`src/rtl/adder_pkg.sv`:
```
// Shared constants and the stage payload type for the pipelined adder.
package adder_pkg;

    localparam int WIDTH_DEF  = 32;
    localparam int STAGES_DEF = 4;

    // Payload fields are sized for the widest supported adder; narrower
    // instances simply leave the upper bits at zero.
    localparam int MAX_WIDTH  = 64;

    // One pipeline register worth of state. a/b travel in full so each stage
    // can pick its own slice; psum fills in from the bottom as stages finish.
    // b is already the effective operand (~b for subtract).
    typedef struct packed {
        logic                 valid;
        logic                 sub;
        logic                 carry;
        logic                 ovf;
        logic [MAX_WIDTH-1:0] psum;
        logic [MAX_WIDTH-1:0] a;
        logic [MAX_WIDTH-1:0] b;
    } stage_t;

    // Legal geometry: evenly sliceable and fits the payload fields.
    function automatic bit cfg_ok(int width, int stages);
        return (stages > 0) && (width > 0) && (width <= MAX_WIDTH) &&
               ((width % stages) == 0);
    endfunction

endpackage

```
`src/rtl/pipelined_adder_if.sv`:
```
// Operand/result handshake bundle for the pipelined adder.
interface pipelined_adder_if #(
    parameter int WIDTH = 32
);
    logic             in_valid;
    logic             in_ready;
    logic [WIDTH-1:0] a;
    logic [WIDTH-1:0] b;
    logic             ci;
    logic             sub;
    logic             out_valid;
    logic             out_ready;
    logic [WIDTH-1:0] sum;
    logic             co;
    logic             ovf;

    // Producer/consumer side (testbench or upstream logic).
    modport master (
        output in_valid, a, b, ci, sub, out_ready,
        input  in_ready, out_valid, sum, co, ovf
    );

    // Adder side.
    modport slave (
        input  in_valid, a, b, ci, sub, out_ready,
        output in_ready, out_valid, sum, co, ovf
    );
endinterface

```
`src/rtl/adder_stage.sv`:
```
// One slice of the carry-pipelined adder: adds slice K of the operands plus
// the incoming carry and holds the result in its own pipeline register.
module adder_stage
    import adder_pkg::*;
#(
    parameter int SW    = 8,
    parameter int K     = 0,
    parameter int WIDTH = 32
) (
    input  logic   clk,
    input  logic   rst_n,
    input  stage_t d,
    input  logic   adv_next,
    output logic   adv,
    output stage_t q
);

    logic [SW:0] slice_sum;
    stage_t      nxt;

    // Slice add with carry chained from the previous stage's register.
    always_comb begin
        slice_sum = {1'b0, d.a[K*SW +: SW]} + {1'b0, d.b[K*SW +: SW]} +
                    {{SW{1'b0}}, d.carry};
    end

    // Next payload: pass everything through, fill in this slice and carry.
    // ovf is recomputed each stage; only the last stage sees the true MSB,
    // so its value is the one that reaches the output.
    always_comb begin
        nxt                   = d;
        nxt.psum[K*SW +: SW]  = slice_sum[SW-1:0];
        nxt.carry             = slice_sum[SW];
        nxt.ovf               = (d.a[WIDTH-1] == d.b[WIDTH-1]) &&
                                (slice_sum[SW-1] != d.a[WIDTH-1]);
    end

    // Move on when empty or when the downstream slot is freeing up.
    assign adv = !q.valid || adv_next;

    // Pipeline register; reset clears valid and the result fields.
    always_ff @(posedge clk or negedge rst_n) begin
        if (!rst_n) begin
            q <= '0;
        end else if (adv) begin
            q <= nxt;
        end
    end

endmodule

```
`src/rtl/pipelined_adder.sv`:
```
// Carry-pipelined adder/subtractor with valid/ready flow control.
// WIDTH is split into STAGES slices; each stage resolves one slice.
module pipelined_adder
    import adder_pkg::*;
#(
    parameter int WIDTH  = WIDTH_DEF,
    parameter int STAGES = STAGES_DEF
) (
    input  logic             clk,
    input  logic             rst_n,
    pipelined_adder_if.slave bus
);

    localparam int SW = WIDTH / STAGES;

    if (!cfg_ok(WIDTH, STAGES)) begin : g_bad_cfg
        $error("pipelined_adder: WIDTH must be a multiple of STAGES and <= MAX_WIDTH");
    end

    stage_t              in_pl;
    stage_t              din [STAGES];
    stage_t              st  [STAGES];
    logic [STAGES-1:0]   valid;
    logic [STAGES-1:0]   adv_down;
    logic [STAGES-1:0]   adv;
    logic                acc;

    // Entry payload: fold subtract into ~b with a forced carry-in of 1.
    always_comb begin
        in_pl                = '0;
        in_pl.valid          = bus.in_valid;
        in_pl.sub            = bus.sub;
        in_pl.carry          = bus.sub ? 1'b1 : bus.ci;
        in_pl.a[WIDTH-1:0]   = bus.a;
        in_pl.b[WIDTH-1:0]   = bus.sub ? ~bus.b : bus.b;
    end

    // Downstream advance for each stage, built from registered valid bits
    // only: stage k+1 advances when out_ready is high or any stage from k+1
    // to the end holds a bubble. Same result as chaining each stage's adv,
    // without a combinational loop through one vector.
    always_comb begin
        acc = bus.out_ready;
        for (int k = STAGES - 1; k >= 0; k--) begin
            adv_down[k] = acc;
            acc         = acc || !valid[k];
        end
    end

    for (genvar k = 0; k < STAGES; k++) begin : g_stage
        if (k == 0) begin : g_first
            assign din[k] = in_pl;
        end else begin : g_rest
            assign din[k] = st[k-1];
        end

        assign valid[k] = st[k].valid;

        adder_stage #(
            .SW    (SW),
            .K     (k),
            .WIDTH (WIDTH)
        ) u_stage (
            .clk      (clk),
            .rst_n    (rst_n),
            .d        (din[k]),
            .adv_next (adv_down[k]),
            .adv      (adv[k]),
            .q        (st[k])
        );
    end

    // Outputs straight from the last register so they hold during a stall.
    assign bus.in_ready  = adv[0];
    assign bus.out_valid = st[STAGES-1].valid;
    assign bus.sum       = st[STAGES-1].psum[WIDTH-1:0];
    assign bus.co        = st[STAGES-1].carry;
    assign bus.ovf       = st[STAGES-1].ovf;

    // Operand copies and per-stage adv outputs past stage 0 have no reader.
    logic unused_ok;
    assign unused_ok = ^{st[STAGES-1], adv};

endmodule

```
`src/flat_wrapper.sv`:
```
// flat-port wrapper written by rule: the top's interface ports become plain ports
module pipelined_adder_flat import adder_pkg::*;
#(
    parameter int WIDTH  = WIDTH_DEF,
    parameter int STAGES = STAGES_DEF
)
  (clk, rst_n, bus_in_valid, bus_a, bus_b, bus_ci, bus_sub, bus_out_ready, bus_in_ready, bus_out_valid, bus_sum, bus_co, bus_ovf);
  pipelined_adder_if #(.WIDTH(WIDTH)) bus_i ();
  input  logic clk;
  input  logic rst_n;
  input wire logic [$bits(bus_i.in_valid)-1:0] bus_in_valid;
  input wire logic [$bits(bus_i.a)-1:0] bus_a;
  input wire logic [$bits(bus_i.b)-1:0] bus_b;
  input wire logic [$bits(bus_i.ci)-1:0] bus_ci;
  input wire logic [$bits(bus_i.sub)-1:0] bus_sub;
  input wire logic [$bits(bus_i.out_ready)-1:0] bus_out_ready;
  output wire logic [$bits(bus_i.in_ready)-1:0] bus_in_ready;
  output wire logic [$bits(bus_i.out_valid)-1:0] bus_out_valid;
  output wire logic [$bits(bus_i.sum)-1:0] bus_sum;
  output wire logic [$bits(bus_i.co)-1:0] bus_co;
  output wire logic [$bits(bus_i.ovf)-1:0] bus_ovf;
  assign bus_i.in_valid = bus_in_valid;
  assign bus_i.a = bus_a;
  assign bus_i.b = bus_b;
  assign bus_i.ci = bus_ci;
  assign bus_i.sub = bus_sub;
  assign bus_i.out_ready = bus_out_ready;
  assign bus_in_ready = bus_i.in_ready;
  assign bus_out_valid = bus_i.out_valid;
  assign bus_sum = bus_i.sum;
  assign bus_co = bus_i.co;
  assign bus_ovf = bus_i.ovf;
  pipelined_adder #(.WIDTH(WIDTH), .STAGES(STAGES)) u_core (.clk(clk), .rst_n(rst_n), .bus(bus_i));
endmodule
```
`config.mk`:
```
export PLATFORM = sky130hd
export DESIGN_NAME = pipelined_adder_flat
export DESIGN_NICKNAME = d
export VERILOG_FILES = /design/src/rtl/adder_pkg.sv /design/src/rtl/pipelined_adder_if.sv /design/src/rtl/adder_stage.sv /design/src/rtl/pipelined_adder.sv /design/src/flat_wrapper.sv
export SDC_FILE = /design/constraint.sdc
export NUM_CORES = 1
export LEC_CHECK = 0
export CORE_ASPECT_RATIO = 0.6
export CORE_MARGIN = 10
export CORE_UTILIZATION = 65
export CTS_CLUSTER_DIAMETER = 200
export DETAILED_ROUTE_END_ITERATION = 8
export PLACE_DENSITY = 0.95
export SLEW_MARGIN = 40
export SYNTH_ARGS = -nofsm -noshare
export SYNTH_HDL_FRONTEND = slang
export SYNTH_HIERARCHICAL = 1
export SYNTH_SLANG_ARGS = --single-unit
```
`constraint.sdc`:
```
create_clock -name clk -period 2.9 [get_ports clk]
set_input_delay 0.58 -clock clk [delete_from_list [all_inputs] [get_ports clk]]
set_output_delay 0.58 -clock clk [all_outputs]
set_load 0.02 [all_outputs]
```
==> After elaboration in Yosys (flattened, before gate mapping) <==
Cells that the tools add are included.
{ "op_classes": {"addsub": 8, "eq_ne": 2, "mux": 2, "n_bitwise": 1, "reduce_logical": 9} }
{ "op_table": {"columns": ["op", "count"], "rows": [
  ["8-bit by 8-bit adder with 9-bit output", 4],
  ["9-bit by 1-bit adder with 9-bit output", 4],
  ["32-bit two-way mux", 1],
  ["32-bit NOT", 1],
  ["1-bit logical NOT", 4],
  ["1-bit logical OR", 4],
  ["1-bit equality test", 1],
  ["1-bit logical AND", 1],
  ["1-bit two-way mux", 1],
  ["1-bit != test", 1]
]} }
{ "word_totals": {"reg_bits": 281, "inputBits": 70, "out_inout_bits": 36, "word_cells": 41} }

==> Logic depth before layout (Yosys ltp) <==
Gate-level depths: netlist of the first run.
{ "logic_depth": {"word_depth": 5, "ltp_mapped": 10, "ltp_nobuf": 8} }

==> Cells and area by module <==
Netlist of the first run, hierarchy kept.
{ "by_module_without_submodules": {"columns": ["mod", "instances", "cells_each", "area_each_um2", "seq_area_each_um2"], "rows": [
  ["adder_stage at u_core.g_stage[0].u_stage ...", 2, 861, 7636.1, 4904.7],
  ["adder_stage at u_core.g_stage[3].u_stage", 1, 869, 7843.8, 4904.7],
  ["adder_stage at u_core.g_stage[2].u_stage", 1, 861, 7651.1, 4904.7],
  ["pipelined_adder", 1, 41, 384.1, 0.0]
]} }

==> Least setup slack after synthesis of the first run <==
Ideal clock, no wire load.
{ "synth_timing": {"path_type": "input -> register", "startpoint": "input bus_sub", "endpoint": "register u_core/g_stage[0].u_stage/q[134] (netlist name)", "setup_ps": 125, "arrival_ps": 2706, "required_time_ps": 2775, "path_slack_ps": 68, "path_stages": 10, "n_path_buf": 2, "path_cell_list": "buf_6 buf_12 xor2_1 fa_1 fa_1 a21o_1 a21oi_1 o21bai_1 a211oi_1 o31ai_1"} }
{ "synth_rtl": {"columns": ["item", "line", "source"], "rows": [
  ["from (decl)", "flat_wrapper.sv:15", "input wire logic [$bits(bus_i.sub)-1:0] bus_sub;"],
  ["to (signal assigned)", "adder_stage.sv:46", "q <= nxt;"],
  ["to (decl)", "adder_stage.sv:15", "output stage_t q"]
]} }

==> results of run 1 <==
## through the flow
step	area, sq um	instances	setup TNS [ps]
after floorplan	8874	995	0
after global placement	9836	1204	-444.9
after detailed placement	9836	1204	-685.8
after CTS	10460	1236	0
after global routing	10470	1236	0
final	10470	1236	0
## placed cells by master, fill, tap and decap left out, types with 3 or more instances in the layout
| cell | count |
|---|---|
| sky130_fd_sc_hd__ha_1 | 28 |
| sky130_fd_sc_hd__mux2i_1 | 3 |
| sky130_fd_sc_hd__clkdlybuf4s50_1 | 103 |
| sky130_fd_sc_hd__or3_1 | 6 |
| sky130_fd_sc_hd__and2_2 | 3 |
| sky130_fd_sc_hd__a211oi_1 | 10 |
| sky130_fd_sc_hd__bufinv_16 | 3 |
| sky130_fd_sc_hd__xnor2_1 | 12 |
| sky130_fd_sc_hd__o211ai_1 | 6 |
| sky130_fd_sc_hd__clkbuf_8 | 4 |
| sky130_fd_sc_hd__nand2_1 | 473 |
| sky130_fd_sc_hd__nor2_1 | 25 |
| sky130_fd_sc_hd__a211oi_2 | 4 |
| sky130_fd_sc_hd__inv_1 | 4 |
| sky130_fd_sc_hd__nand2b_1 | 5 |
| sky130_fd_sc_hd__o211a_1 | 3 |
| sky130_fd_sc_hd__dfrtp_1 | 185 |
| sky130_fd_sc_hd__a21o_1 | 5 |
| sky130_fd_sc_hd__o211ai_2 | 3 |
| sky130_fd_sc_hd__o21a_1 | 6 |
| sky130_fd_sc_hd__o31ai_1 | 4 |
| sky130_fd_sc_hd__o21bai_1 | 4 |
| sky130_fd_sc_hd__clkbuf_16 | 17 |
| sky130_fd_sc_hd__buf_4 | 12 |
| sky130_fd_sc_hd__nor3_1 | 4 |
| sky130_fd_sc_hd__fa_1 | 8 |
| sky130_fd_sc_hd__a21oi_1 | 25 |
| sky130_fd_sc_hd__clkinv_4 | 3 |
| sky130_fd_sc_hd__a21o_2 | 6 |
| sky130_fd_sc_hd__xor2_1 | 36 |
| sky130_fd_sc_hd__inv_2 | 3 |
| sky130_fd_sc_hd__o21ai_0 | 25 |
## worst register-to-register path: cells and delay by family (launching register included)
family          cells  cell delay [ps]
fa+ha+maj           2              950
compound gates      4              920
simple gates        1               70
flops               1              410
## power groups by stage
stage / sequential, mW / clock, mW / combinational [mW]
4_1_cts: 3.80 / 2.47 / 2.87
6_report: 3.81 / 2.44 / 2.90
3_3_place_gp: 3.77 / 0 / 2.64
2_1_floorplan: 3.92 / 0 / 1.59
3_5_place_dp: 3.82 / 0 / 2.77
5_1_grt: 3.89 / 2.56 / 3.18
## layer usage
metal / GRT usage / vias to the layer above / routed length [microns]
li1: - / 3254 / -
met3: 0.07739 / 59 / 2240
met1: 0.3184 / 3406 / 9620
met2: 0.3533 / 392 / 10010
met5: 0 / - / 0
met4: 0.08147 / 0 / 461
## final cells by class
class                   count  area, sq um  share of cell area
clock inverters             9        137.6             0.01315
multi-input cells         722         3787              0.3619
flip-flops and latches    185         4629              0.4424
clock buffers              23        488.0             0.04663
inverters                   8        32.53            0.003109
repair buffers            119         1177              0.1125
well taps                 170        212.7             0.02033
## worst max-delay path by stage
stage | cells after the start | to | slack (ps) | start
after detailed placement | 9 | u_core/g_stage[0].u_stage/q[134]$_DFFE_PN0P_ | -290 | bus_ci
after CTS | 9 | u_core/g_stage[0].u_stage/q[134]$_DFFE_PN0P_ | 70 | bus_ci
after global routing | 9 | u_core/g_stage[0].u_stage/q[134]$_DFFE_PN0P_ | 40 | bus_ci
final | 9 | u_core/g_stage[0].u_stage/q[134]$_DFFE_PN0P_ | 130 | bus_ci
after floorplan | 10 | u_core/g_stage[0].u_stage/q[134]$_DFFE_PN0P_ | 80 | bus_sub
after global placement | 9 | u_core/g_stage[0].u_stage/q[134]$_DFFE_PN0P_ | -190 | bus_ci
## timing repair
action | CTS | global route
buffers inserted | 0 | 0
resized for setup | 0 | 1
endpoints found under the setup margin | 0 | 1
hold buffers | 0 | 0
endpoints found under the hold margin | 0 | 0
==> flow_summary.yaml, run 1 <==
route:
  routed_wirelength_microns: 22330
  routedWlPerCell_microns: 18.07
  post_drt_via_cell_ratio: 5.753
  drt_drc_violations_left: 0
  initialDrtViolationCount: 675
  detail_route.first_pass.iterations: 6
  drtAntennaViolNets: 0
  vias_after_detailed_routing: 7111
min_path:
  min-delay-path-class: "primary input to async pin"
critical_path:
  cp_top_family: "compound AO/OA/AOI/OAI gates"
  cp_num_buf_inv: 1
  worst_path_largest_cell_delay_ps: 430
  worst_setup_path_start_kind: "primary input"
  standard_cell_with_the_maximum_stage_delay_on_the_critical_path: "sky130_fd_sc_hd__fa_1"
  critPathCaptureType: "register"
  critical-path-top-cell-by-count: "sky130_fd_sc_hd__fa_1"
  crit_fanout: 3
  crit_required_ps: 3190
  critical_path.reg2reg.startpoint: "u_core/g_stage[0].u_stage/q[8]$_DFFE_PN0P_"
  r2r_slack_ps: 430
  cp_cell_instances: "clkdlybuf4s50_1, or2_2, fa_1, fa_1, a21o_1, a21oi_2, o21bai_1, a211oi_1, o31ai_1"
  reg2reg_depth: 7
  rr_endpoint: "u_core/g_stage[1].u_stage/q[142]$_DFFE_PN0P_"
  worst-endpoint-arrival_ps: 3060
  worst-setup-path-type: "primary input to register"
sta:
  worst_pin_slew_ps: 769.3
  finalSetupViolations: 0
  finalHoldWorstSlack_ps: 58.91
  finalClockSkew_ps: 8.824
  fin_crit_ps: 2773
  period_share: 0.9563
  timing_max_transition_violations_final: 0
  max_freq_mhz: 360.6
  rsz0062_at_grt: "false"
  hold_violations: 0
  max_slew_margin: 0.4864
  finalWorstSetupSlack_ps: 126.8
global_routing:
  grt_antenna_before_repair: 0
  grt-ovfl-total: 0
  grt_use_total: 0.2369
  first_pass_grt_wire_length_microns: 36380
  grt_max_degree: 82
  via_count_of_the_first_global_routing_pass: 7098
logic_synthesis:
  syn-instance-count: 995
  postSynthAreaPerCell_sq_um: 8.918
  mappedNetlistArea_sq_um: 8874
  synthesis.nets: 1101
  yosysWarningCount: 6
final_layout:
  finish.utilization: 0.7993
  layout-area-overhead-vs-synth_pct: 17.94
  reg.largest.list: "u_core/g_stage.u_stage/q x185"
  top_register: "u_core/g_stage.u_stage/q"
  largest_reg_flops: 185
  post_route_cells_drive_above_1_share: 0.07036
  nFillCells: 774
  antenna-diode-count: 0
  count_of_nets_after_finishing: 1159
pwr:
  ir_worst_vdd_mv: 0.3443
  power.sequential.fraction: 0.416
  powerDensity_nw_per_um2: 874.9
  comb_power_share: 0.317
  power.internal_mw: 5.994
  report.power.total_mw: 9.156
  pwr-share-clk: 0.267
  power_switching_mw: 3.162
  switching_share: 0.3454
  leakage_nw: 5.228
clock_network:
  cts_num_sinks: 185
  cts_root_buf: "sky130_fd_sc_hd__clkbuf_16"
  clock_tree.htree_level_count: 4
  cts_inserted_buffers: 17
  worst_skew_pair.late_latency_ps: 430
  max-clock-path-buffers: 2
  cts.reportedPaths.clkPinSlew_ps: 70
  tritoncts: "done"
floorplanning:
  dieWidth_microns: 170.8
  die_h_microns: 110.5
  start_util: 0.6778
  floorplan.core_area_sq_um: 13090
  design.portCount: 106
  die_area_sq_um: 18880
  num_rows: 32
place:
  gp_congestion: 0.8537
  detailed_place_hpwl_microns: 14540
  port_buffers: 105
  place_ws_ps: -290.4
run_status:
  status: "finished clean"
job:
  maxCapViolCount: 0
Power figures use the tool's default switching activity.
==> run 2: changes to the inputs <==
CTS_CLUSTER_DIAMETER = default   (was 200)
==> results of run 2 <==
No change in the layout: final DEF, timing and power equal those of run 1.
